## src/rtl/mux3_rr_arbiter_if.sv

```systemverilog
// Bundle for the 3-requester, 2-bit mux arbiter: requests, per-requester data, grant and output.
// Latency: none (wires only).
// Backpressure: none; req is held by each requester until it no longer needs the mux.
//
// Ports:
//   req[2:0]   request per requester, bit i = requester i
//   d0/d1/d2   2-bit data of requesters 0/1/2
//   gnt[2:0]   registered one-hot grant, or zero
//   sel[1:0]   registered mux select, index of current/last owner
//   y[1:0]     registered selected data
//   y_valid    y holds data of a valid granted transfer
interface mux3_rr_arbiter_if;
    logic [2:0] req;
    logic [1:0] d0;
    logic [1:0] d1;
    logic [1:0] d2;
    logic [2:0] gnt;
    logic [1:0] sel;
    logic [1:0] y;
    logic       y_valid;

    // Requester side drives requests and data and observes the arbiter result.
    modport master (
        output req, d0, d1, d2,
        input  gnt, sel, y, y_valid
    );

    // Arbiter side.
    modport slave (
        input  req, d0, d1, d2,
        output gnt, sel, y, y_valid
    );
endinterface

```

## src/rtl/mux3_rr_arbiter.sv

```systemverilog
// Round-robin arbiter and sequencer for a shared 3-input, 2-bit mux; registers the selected data.
// Latency: req at edge N-1 -> gnt/sel at edge N -> y/y_valid at edge N+1.
// Backpressure: none; an owner keeps the grant for at most HOLD_CYCLES cycles, then it is rotated.
//
// Ports: clk (rising edge), rst_n (async active-low), bus (mux3_rr_arbiter_if.slave):
//   req/d0/d1/d2 in; gnt/sel/y/y_valid out, all registered.
// Build option: define MUX3_ARB_FIXED_PRIO_EN for fixed priority 0 > 1 > 2 (hold limit still applies).
module mux3_rr_arbiter #(
    parameter int HOLD_CYCLES = 4,   // 1..7
    parameter int CNT_W       = 3    // must hold HOLD_CYCLES-1
) (
    input  logic              clk,
    input  logic              rst_n,
    mux3_rr_arbiter_if.slave  bus
);

    typedef enum logic {IDLE, GRANT} state_t;

    localparam logic [CNT_W-1:0] HOLD_LAST = CNT_W'(HOLD_CYCLES - 1);

`ifdef MUX3_ARB_FIXED_PRIO_EN
    function automatic logic [1:0] pick(input logic [2:0] r);
        if (r[0])      pick = 2'd0;
        else if (r[1]) pick = 2'd1;
        else           pick = 2'd2;
    endfunction
`else
    // Scan starts just after the last owner, so the last owner is considered last.
    function automatic logic [1:0] pick(input logic [2:0] r, input logic [1:0] lst);
        case (lst)
            2'd0:    pick = r[1] ? 2'd1 : (r[2] ? 2'd2 : 2'd0);
            2'd1:    pick = r[2] ? 2'd2 : (r[0] ? 2'd0 : 2'd1);
            default: pick = r[0] ? 2'd0 : (r[1] ? 2'd1 : 2'd2);
        endcase
    endfunction
`endif

    state_t           state_q, state_d;
    logic [2:0]       gnt_q, gnt_d;
    logic [1:0]       sel_q, sel_d;
    logic [1:0]       last_q, last_d;
    logic [CNT_W-1:0] hold_q, hold_d;
    logic [1:0]       y_q, y_d;
    logic             yv_q, yv_d;

    logic [1:0]       win;
    logic             any_req;
    logic             own_req;
    logic             release_own;
    logic [1:0]       d_sel;

    // State and output registers.
    always_ff @(posedge clk or negedge rst_n) begin
        if (!rst_n) begin
            state_q <= IDLE;
            gnt_q   <= 3'b000;
            sel_q   <= 2'b00;
            last_q  <= 2'd2;        // requester 0 wins the first arbitration
            hold_q  <= '0;
            y_q     <= 2'b00;
            yv_q    <= 1'b0;
        end else begin
            state_q <= state_d;
            gnt_q   <= gnt_d;
            sel_q   <= sel_d;
            last_q  <= last_d;
            hold_q  <= hold_d;
            y_q     <= y_d;
            yv_q    <= yv_d;
        end
    end

    // Next-state logic.
    always_comb begin
        any_req = |bus.req;
`ifdef MUX3_ARB_FIXED_PRIO_EN
        win = pick(bus.req);
`else
        win = pick(bus.req, last_q);
`endif
        case (sel_q)
            2'd0:    own_req = bus.req[0];
            2'd1:    own_req = bus.req[1];
            default: own_req = bus.req[2];
        endcase
        // Owner gives up the mux when it drops req or has used its full hold window.
        release_own = !own_req || (hold_q == HOLD_LAST);

        state_d = state_q;
        case (state_q)
            IDLE:    if (any_req) state_d = GRANT;
            default: if (release_own && !any_req) state_d = IDLE;
        endcase
    end

    // Grant bookkeeping and registered datapath inputs.
    always_comb begin
        gnt_d  = gnt_q;
        sel_d  = sel_q;
        last_d = last_q;
        hold_d = hold_q;

        if (state_q == IDLE) begin
            gnt_d = 3'b000;
            if (any_req) begin
                gnt_d  = 3'b001 << win;
                sel_d  = win;
                last_d = win;
                hold_d = '0;
            end
        end else if (release_own) begin
            hold_d = '0;
            if (any_req) begin
                // Handover (or regrant of a sole owner) on the same edge, no idle bubble.
                gnt_d  = 3'b001 << win;
                sel_d  = win;
                last_d = win;
            end else begin
                gnt_d = 3'b000;
            end
        end else begin
            hold_d = hold_q + CNT_W'(1);
        end

        case (sel_q)
            2'd0:    d_sel = bus.d0;
            2'd1:    d_sel = bus.d1;
            default: d_sel = bus.d2;
        endcase
        yv_d = |(gnt_q & bus.req);
        y_d  = (gnt_q != 3'b000) ? d_sel : y_q;

        bus.gnt     = gnt_q;
        bus.sel     = sel_q;
        bus.y       = y_q;
        bus.y_valid = yv_q;
    end

endmodule

```

## src/flat_wrapper.sv

```systemverilog
// flat-port wrapper written by rule: the top's interface ports become plain ports
module mux3_rr_arbiter_flat 
#(
    parameter int HOLD_CYCLES = 4,          
    parameter int CNT_W       = 3                              
)
  (clk, rst_n, bus_req, bus_d0, bus_d1, bus_d2, bus_gnt, bus_sel, bus_y, bus_y_valid);
  mux3_rr_arbiter_if bus_i ();
  input  logic clk;
  input  logic rst_n;
  input wire logic [$bits(bus_i.req)-1:0] bus_req;
  input wire logic [$bits(bus_i.d0)-1:0] bus_d0;
  input wire logic [$bits(bus_i.d1)-1:0] bus_d1;
  input wire logic [$bits(bus_i.d2)-1:0] bus_d2;
  output wire logic [$bits(bus_i.gnt)-1:0] bus_gnt;
  output wire logic [$bits(bus_i.sel)-1:0] bus_sel;
  output wire logic [$bits(bus_i.y)-1:0] bus_y;
  output wire logic [$bits(bus_i.y_valid)-1:0] bus_y_valid;
  assign bus_i.req = bus_req;
  assign bus_i.d0 = bus_d0;
  assign bus_i.d1 = bus_d1;
  assign bus_i.d2 = bus_d2;
  assign bus_gnt = bus_i.gnt;
  assign bus_sel = bus_i.sel;
  assign bus_y = bus_i.y;
  assign bus_y_valid = bus_i.y_valid;
  mux3_rr_arbiter #(.HOLD_CYCLES(HOLD_CYCLES), .CNT_W(CNT_W)) u_core (.clk(clk), .rst_n(rst_n), .bus(bus_i));
endmodule
```

## config.mk

```make
export PLATFORM = sky130hd
export DESIGN_NAME = mux3_rr_arbiter_flat
export DESIGN_NICKNAME = d
export VERILOG_FILES = /design/src/rtl/mux3_rr_arbiter_if.sv /design/src/rtl/mux3_rr_arbiter.sv /design/src/flat_wrapper.sv
export SDC_FILE = /design/constraint.sdc
export NUM_CORES = 1
export LEC_CHECK = 0
export BUFFER_PORTS_ARGS = -buffer_cell sky130_fd_sc_hd__buf_2
export CAP_MARGIN = 20
export CORE_MARGIN = 1
export CORE_UTILIZATION = 42
export CTS_BUF_LIST = sky130_fd_sc_hd__clkbuf_8 sky130_fd_sc_hd__clkbuf_16
export CTS_CLUSTER_DIAMETER = 100
export DETAILED_ROUTE_END_ITERATION = 7
export GPL_TIMING_DRIVEN = 0
export PLACE_DENSITY = 0.68
export SLEW_MARGIN = 25
export SYNTH_ARGS = -nofsm -noshare
export SYNTH_HDL_FRONTEND = slang
export SYNTH_SLANG_ARGS = --single-unit
```

## constraint.sdc

```tcl
create_clock -name clk -period 2.2 [get_ports clk]
set_input_delay 0.44 -clock clk [delete_from_list [all_inputs] [get_ports clk]]
set_output_delay 0.44 -clock clk [all_outputs]
set_load 0.02 [all_outputs]
```

==> qor.csv, run 1 <==
metric,value,unit
rsz0062_at_grt,no,
initial_core_util,45.32,%
final_cell_mix,"buf_2 (18), dfrtp_1 (12), nand2_1 (6), o21ai_0 (6), inv_1 (5)",
diodes,0,
dr.pass1.iters,4,
coreArea,1524,sq um
die_w,42.55,um
dp_worst_setup_slack,0.4758,ns
setup_ws,0.4419,ns
synth_cells,64,
yosysWarnings,0,
status,completed,
drt_iter0_markers,22,
vias_per_cell,5.324,
report.final.setup_viol,0,
grt_antenna_before_repair,0,
insertion_delay,0.25,ns
worstPathMaxFanout,4,
finClkSkew,0.004205,ns
cp_data_arrival_time,1.89,ns
power.density,1415,nW/um^2
max_freq,0.5688,GHz
vias,543,
ctsHoldBuffers,0,
r2r_cells,6,
mostFrequentLayoutCell,buf_2,
h-tree-depth,1,
fp.dieH,42.55,um
finalWirelength,1369,um
power.leakage,0.4202,nW
numCtsBuffers,3,
setup_tns,0,ns
clock_sinks,13,
r2r-start,u_core.hold_q[0],
synth_area_leader_cell,dfrtp_1,
synth_cell_types,24,
hold_slack,0.06436,ns
ios,19,
vdd_drop_max,0.7224,mV
slew_headroom,74.84,%
dp.final_hpwl,1017,um
ant_nets,0,
clock-root-buffer,clkbuf_8,
p_total,1.197,mW
drive_above_1_share,33.72,%
min_period_over_period,79.92,%
end_kind,register,
stdcell_count,102,
synth_top_area_share,43.48,%
avgSynthCellArea,10.79,sq um
dieArea,1811,sq um
cts_setup_buffers,0,
maxCapViolations,0,
drc_errors,0,
utilization,55.50,%
nFillCells,133,
finalHoldViolations,0,
worstPathRequired,2.33,ns
grt_pass1_vias,519,
gp_congestion,0.7237,
cts_resized,0,
rows,14,
grt_max_degree,14,
grt_usage,17.65,%
synthesis.nets,77,
cts.path.max_buffers,2,
slew_violations,0,
worst_r2r_endpoint,u_core.bus.gnt[2],
r2r_slack,0.44,ns
path_class,reg -> reg,
placed_cell_area,800.8,sq um
cts.clk_slew.worst_paths,0.06,ns
synth_area_leaders,"dfrtp_1 (43%), mux2i_1 (5.8%), mux2_2 (4.9%)",
syn_area,690.7,sq um
wl_per_cell,13.42,um
grt_pass1_wl,2277,um
design_area,845.8,sq um
cts_tree,done,
placed_cells,98,
ys_ff_latch,13,
startpoint_type,register,
fin_crit,1.758,ns
grt-ovfl-total,0,
ys_seq_area_share,47.28,%
worst_pin_slew,0.3774,ns
port_buffers,18,
layout.nets,100,
syn_to_final_growth,22.46,%
holdCritPathClass,in -> async,
==> flip-flops by register name, summed over array words and instances, names as in the netlist <==
name / cells
u_core.bus.gnt: 3
u_core.bus.sel: 1
u_core.state_q: 1
u_core.hold_q: 3
u_core.bus.y: 2
u_core.last_q: 2
u_core.bus.y_valid: 1
==> worst max path at each step <==
stage                     startpoint                 to  slack [ns]  depth (start not counted)
floorplan           u_core.hold_q[0]   u_core.last_q[0]        0.57                          5
global placement    u_core.hold_q[0]  u_core.bus.gnt[2]        0.46                          6
detailed placement  u_core.hold_q[0]  u_core.bus.gnt[2]        0.48                          6
CTS                 u_core.hold_q[0]  u_core.bus.gnt[2]        0.46                          6
global route        u_core.hold_q[0]  u_core.bus.gnt[2]        0.37                          6
finish              u_core.hold_q[0]  u_core.bus.gnt[2]        0.44                          6
==> kinds of logic (layout without fill, tap and decap cells) <==
| family | count (synthesis) | after routing | share of synthesized area, % |
|---|---|---|---|
| simple gates | 18 | 18 | 13.41 |
| compound gates | 16 | 16 | 17.39 |
| flops | 13 | 13 | 47.28 |
| mux | 8 | 8 | 12.86 |
| buf+inv | 7 | 29 | 5.434 |
| fa+ha+maj | 2 | 2 | 3.623 |
==> cell type report <==
class	instances	area, sq um	share of cell area [%]
timing repair buffer	18	90.09	10.65
buffer	3	22.52	2.663
clock inverter	1	3.754	0.4438
multi-input combinational	44	326.6	38.61
inverter	4	15.01	1.775
tap	16	20.02	2.367
clock buffer	3	41.29	4.882
sequential	13	326.6	38.61
==> synth_stat cells (all sizes together) <==
library cell and n:
nor2 4, nand2b 3, clkbuf 1, nand3b 1, ha 2, nand4b 1
or3 2, inv 4, nand2 6, o21ai 6, a2bb2oi 1, dfstp 1
o311a 1, and2b 1, dfrtp 12, a222oi 1, mux2i 4, a32o 2
buf 2, a21oi 3, o21a 2, mux2 4
==> critical path, stage by stage (launching register included) <==
cell and delay, ns:
dfrtp_1 0.39, ha_1 0.20, ha_1 0.18, nand2b_1 0.18, a21oi_1 0.22, nand2_1 0.17, mux2_2 0.30
==> routing by layer <==
layer | up-vias | track usage [%] | part of all wire [%]
met1 | 249 | 24.58 | 50
met4 | 0 | 13.13 | 2.6
met2 | 18 | 24.62 | 44
li1 | 272 | - | -
met3 | 4 | 2.586 | 3.7
met5 | - | 0 | 0
==> report_power, final <==
group | internal (mW) | switching, mW | total [mW]
clock network | 0.123 | 0.0857 | 0.209
logic | 0.273 | 0.305 | 0.578
registers | 0.347 | 0.0627 | 0.410
total | 0.744 | 0.453 | 1.20
Power figures use the tool's default switching activity.
==> run 2, diff against run 1 <==
- PLACE_DENSITY: 0.68 -> 0.71
- clock period: 2.2 -> 1.6 ns (I/O delays scaled with it)
==> qor.csv, run 2 (synthesis gave the netlist of run 1 again) <==
metric,value,unit
final_cell_mix,"buf_2 (18), dfrtp_1 (12), o21ai_0 (6), inv_1 (5), nand2_1 (5)",
grt_pass1_vias,495,
clock-root-buffer,clkbuf_8,
fin_crit,1.626,ns
ant_nets,0,
holdCritPathClass,in -> reg,
power.leakage,0.4301,nW
drc_errors,0,
finalHoldViolations,0,
fp.dieH,42.55,um
slew_headroom,73.21,%
nFillCells,146,
diodes,0,
placed_cell_area,813.3,sq um
drt_iter0_markers,13,
end_kind,register,
cts_tree,done,
violations,negative setup slack,
dr.pass1.iters,4,
startpoint_type,register,
setup_tns,-0.02645,ns
initial_core_util,45.32,%
worst_pin_slew,0.4018,ns
rows,14,
path_class,reg -> reg,
max_freq,0.6148,GHz
r2r_cells,5,
vias,568,
h-tree-depth,1,
whs_endpoint,u_core.bus.gnt[0],
report.final.setup_viol,1,
cts.path.max_buffers,2,
grt_antenna_before_repair,0,
r2r-start,u_core.hold_q[0],
ios,19,
min_path_cells,3,
clock_sinks,13,
min_from,bus_req[0],
design_area,892.1,sq um
worstPathMaxFanout,5,
wl_per_cell,12.86,um
vias_per_cell,5.462,
grt_max_degree,14,
r2r_slack,-0.03,ns
dp_worst_setup_slack,-0.07394,ns
slew_violations,0,
setup_ws,-0.02645,ns
cts.clk_slew.worst_paths,0.06,ns
finalWirelength,1337,um
status,"finished, violations left",
dieArea,1811,sq um
syn_to_final_growth,29.17,%
insertion_delay,0.24,ns
grt-ovfl-total,0,
drive_above_1_share,39.77,%
utilization,58.54,%
numCtsBuffers,3,
layout.nets,102,
grt_usage,16.38,%
coreArea,1524,sq um
cp_data_arrival_time,1.75,ns
worstPathRequired,1.73,ns
gp_congestion,0.7446,
port_buffers,18,
finClkSkew,0.004325,ns
die_w,42.55,um
maxCapViolations,0,
dp.final_hpwl,1001,um
grt_pass1_wl,2214,um
min_period_over_period,101.7,%
mostFrequentLayoutCell,buf_2,
rsz0062_at_grt,yes,
power.density,1892,nW/um^2
worst_r2r_endpoint,u_core.last_q[0],
vdd_drop_max,1.168,mV
==> run 2: layout make-up <==
type                            instances  area, sq um  share of cell area [%]
Buffer                                  3        22.52                   2.525
Tap cell                               16        20.02                   2.244
Sequential cell                        13        326.6                   36.61
Clock buffer                            3        41.29                   4.628
Multi-Input combinational cell         44        355.3                   39.83
Inverter                                4        15.01                   1.683
Timing Repair Buffer                   20        107.6                   12.06
Clock inverter                          1        3.754                  0.4208
==> run 2: power breakdown <==
| part | switching (mW) | internal (mW) | total, mW |
|---|---|---|---|
| Combinational | 0.429 | 0.407 | 0.836 |
| Clock | 0.117 | 0.169 | 0.287 |
| Sequential | 0.0873 | 0.477 | 0.565 |
| Total | 0.634 | 1.05 | 1.69 |
==> run 2: per-layer routing <==
metal | share of wire, % | vias up | wire length, um | GRT usage (%)
li1 | - | 274 | - | -
met1 | 49 | 280 | 649 | 22.80
met2 | 47 | 12 | 632 | 24.92
met3 | 3.2 | 2 | 43 | 3.879
met4 | 0.97 | 0 | 13 | 5.625
met5 | 0 | - | 0 | 0
==> run 2: metrics by stage <==
stage | std cells | hold WS, ns | power (mW)
floorplan | 64 | 0.02441 | 1.162
CTS | 104 | 0.4183 | 1.691
detailed placement | 98 | 0.2237 | 1.372
finish | 104 | 0.4205 | 1.688
global route | 104 | 0.4326 | 1.796
global placement | 98 | 0.2203 | 1.350
==> run 2: what timing repair did <==
item,4_1_cts,5_1_grt
pin swaps,3,0
setup endpoints to repair,2,2
hold endpoints to repair,12,0
buffers inserted,1,0
hold buffers,1,0
gates resized for setup,2,1
==> run 2: worst max path at each step <==
stage                           startpoint  cells after the start                to  slack [ns]
final                     u_core.hold_q[0]                      5  u_core.last_q[0]       -0.03
after global routing      u_core.hold_q[0]                      5  u_core.last_q[0]       -0.05
after CTS                 u_core.hold_q[0]                      5  u_core.last_q[0]       -0.03
after detailed placement  u_core.hold_q[1]                      5  u_core.last_q[0]       -0.07
after global placement    u_core.hold_q[0]                      5  u_core.last_q[0]       -0.06
after floorplan           u_core.hold_q[0]                      5  u_core.last_q[0]      -0.008
==> run 2: worst max-delay path, cell delays in order, from the launching register on <==
cell and delay [ns]:
dfrtp_1 0.38, ha_2 0.20, ha_4 0.16, nand2b_4 0.14
o311a_4 0.34, mux2_4 0.30
==> run 3, diff against run 2 <==
- SKIP_LAST_GASP: unset -> 1
==> qor.csv, run 3 (synthesis gave the netlist of run 1 again) <==
metric,value,unit
status,"finished, violations left",
violations,negative setup slack,
path_class,reg -> reg,
crit_buf_inv,0,
vdd_drop_max,1.166,mV
placed_cells,98,
nFillCells,147,
clock-root-buffer,clkbuf_8,
crit_top_cell,ha_2,
h-tree-depth,1,
die_w,42.55,um
dieArea,1811,sq um
cp_data_arrival_time,1.75,ns
rows,14,
p_int,1.049,mW
worstPathMaxFanout,5,
ios,19,
initial_core_util,45.32,%
min_period_over_period,101.8,%
pwr-share-clk,16.9,%
worst_path_largest_cell_delay,0.38,ns
dp_worst_setup_slack,-0.07394,ns
grt_pass1_vias,502,
p_sw_share,37.34,%
crit_path_cell_trace,ha_2 -> ha_2 -> nand2b_4 -> o311a_4 -> mux2_4,
holdCritPathClass,in -> reg,
final_cell_mix,"buf_2 (18), dfrtp_1 (12), o21ai_0 (6), inv_1 (5), nand2_1 (5)",
cts.path.max_buffers,2,
placed_cell_area,813.3,sq um
insertion_delay,0.24,ns
grt_usage,16.47,%
finalWirelength,1316,um
syn_to_final_growth,27.72,%
worstPathRequired,1.73,ns
stdcell_count,104,
end_kind,register,
finalHoldViolations,0,
design_area,882.1,sq um
report.final.setup_viol,1,
mostFrequentLayoutCell,buf_2,
grt_antenna_before_repair,0,
dp.final_hpwl,1001,um
rsz0062_at_grt,yes,
grt-ovfl-total,0,
setup_ws,-0.02822,ns
numCtsBuffers,3,
dr.pass1.iters,4,
grt_pass1_wl,2228,um
r2r_slack,-0.03,ns
layout.nets,102,
fp.dieH,42.55,um
drt_iter0_markers,13,
maxCapViolations,0,
p_total,1.674,mW
regArea,326.6,sq um
max_freq,0.6142,GHz
finClkSkew,0.005373,ns
slew_headroom,73.79,%
multi_input_area,345.3,sq um
gp_congestion,0.7446,
drive_above_1_share,39.77,%
diodes,0,
fin_crit,1.628,ns
cts_tree,done,
grt_max_degree,14,
vias_per_cell,5.442,
power.leakage,0.4281,nW
vias,566,
clock_sinks,13,
ant_nets,0,
cpLargestDelayFamily,flip-flops,
power.density,1898,nW/um^2
slowest_stage,dfrtp_1,
worst_pin_slew,0.3932,ns
port_buffers,18,
drc_errors,0,
startpoint_type,register,
p_seq_share,33.8,%
slew_violations,0,
wl_per_cell,12.65,um
coreArea,1524,sq um
comb_power_share,49.3,%
switching_power,625.2,uW
cts.clk_slew.worst_paths,0.06,ns
[run 3: cell counts in the layout (fill, tap and decap cells not counted)]
No cell type changed its count.
[run 3: metal layers]
metal | share of wire [%] | up-vias | routed length (um) | GRT usage (%)
met4 | 0.99 | 0 | 13 | 5.625
met5 | 0 | - | 0 | 0
met3 | 3.0 | 2 | 40 | 3.879
li1 | - | 275 | - | -
met1 | 48 | 277 | 637 | 23.08
met2 | 47 | 12 | 625 | 24.92
[run 3: area by class of cell]
class | count | area share [%]
plain buffers | 3 | 2.553
well taps | 16 | 2.270
clock buffers | 3 | 4.681
flip-flops and latches | 13 | 37.02
inverters | 4 | 1.702
multi-input cells | 44 | 39.15
clock inverters | 1 | 0.4255
repair buffers | 20 | 12.20
[run 3: worst reg2reg max path, stage by stage (launching register included)]
cell      delay, ns
dfrtp_1        0.38
ha_2           0.19
ha_2           0.17
nand2b_4       0.14
o311a_4        0.34
mux2_4         0.30
[run 3: worst paths after layout]
path,cells after the start,startpoint,to
max in group asynchronous,2,rst_n,u_core.last_q[1]
min in group asynchronous,2,rst_n,u_core.bus.sel[1]
setup / recovery,5,u_core.hold_q[1],u_core.last_q[0]
hold / removal,2,bus_req[1],u_core.state_q
setup reg to reg,5,u_core.hold_q[1],u_core.last_q[0]
hold reg to reg,1,u_core.bus.y[1],u_core.bus.y[1]
[run 3: power by group through the flow]
| stage | clock [mW] | combinational [mW] | sequential, mW |
|---|---|---|---|
| after global routing | 0.311 | 0.893 | 0.585 |
| final | 0.283 | 0.825 | 0.565 |
| after global placement | 0 | 0.781 | 0.569 |
| after CTS | 0.285 | 0.829 | 0.566 |
| after floorplan | 0 | 0.497 | 0.665 |
| after detailed placement | 0 | 0.800 | 0.573 |
[run 3: metrics by stage]
step	util, %	hold WS (ns)	setup TNS (ns)
finish	57.88	0.4209	-0.02822
global route	57.88	0.4326	-0.07641
CTS	57.72	0.4183	-0.03727
detailed placement	53.37	0.2237	-0.1432
global placement	53.37	0.2203	-0.1059
floorplan	-	0.02441	-0.007774
[run 3: repair_timing]
action / 4_1_cts / 5_1_grt
endpoints found under the setup margin: 2 / 2
endpoints found under the hold margin: 12 / 0
resized for setup: 1 / 1
setup buffers: 1 / 0
hold buffers: 1 / 0
pin swaps: 2 / 0
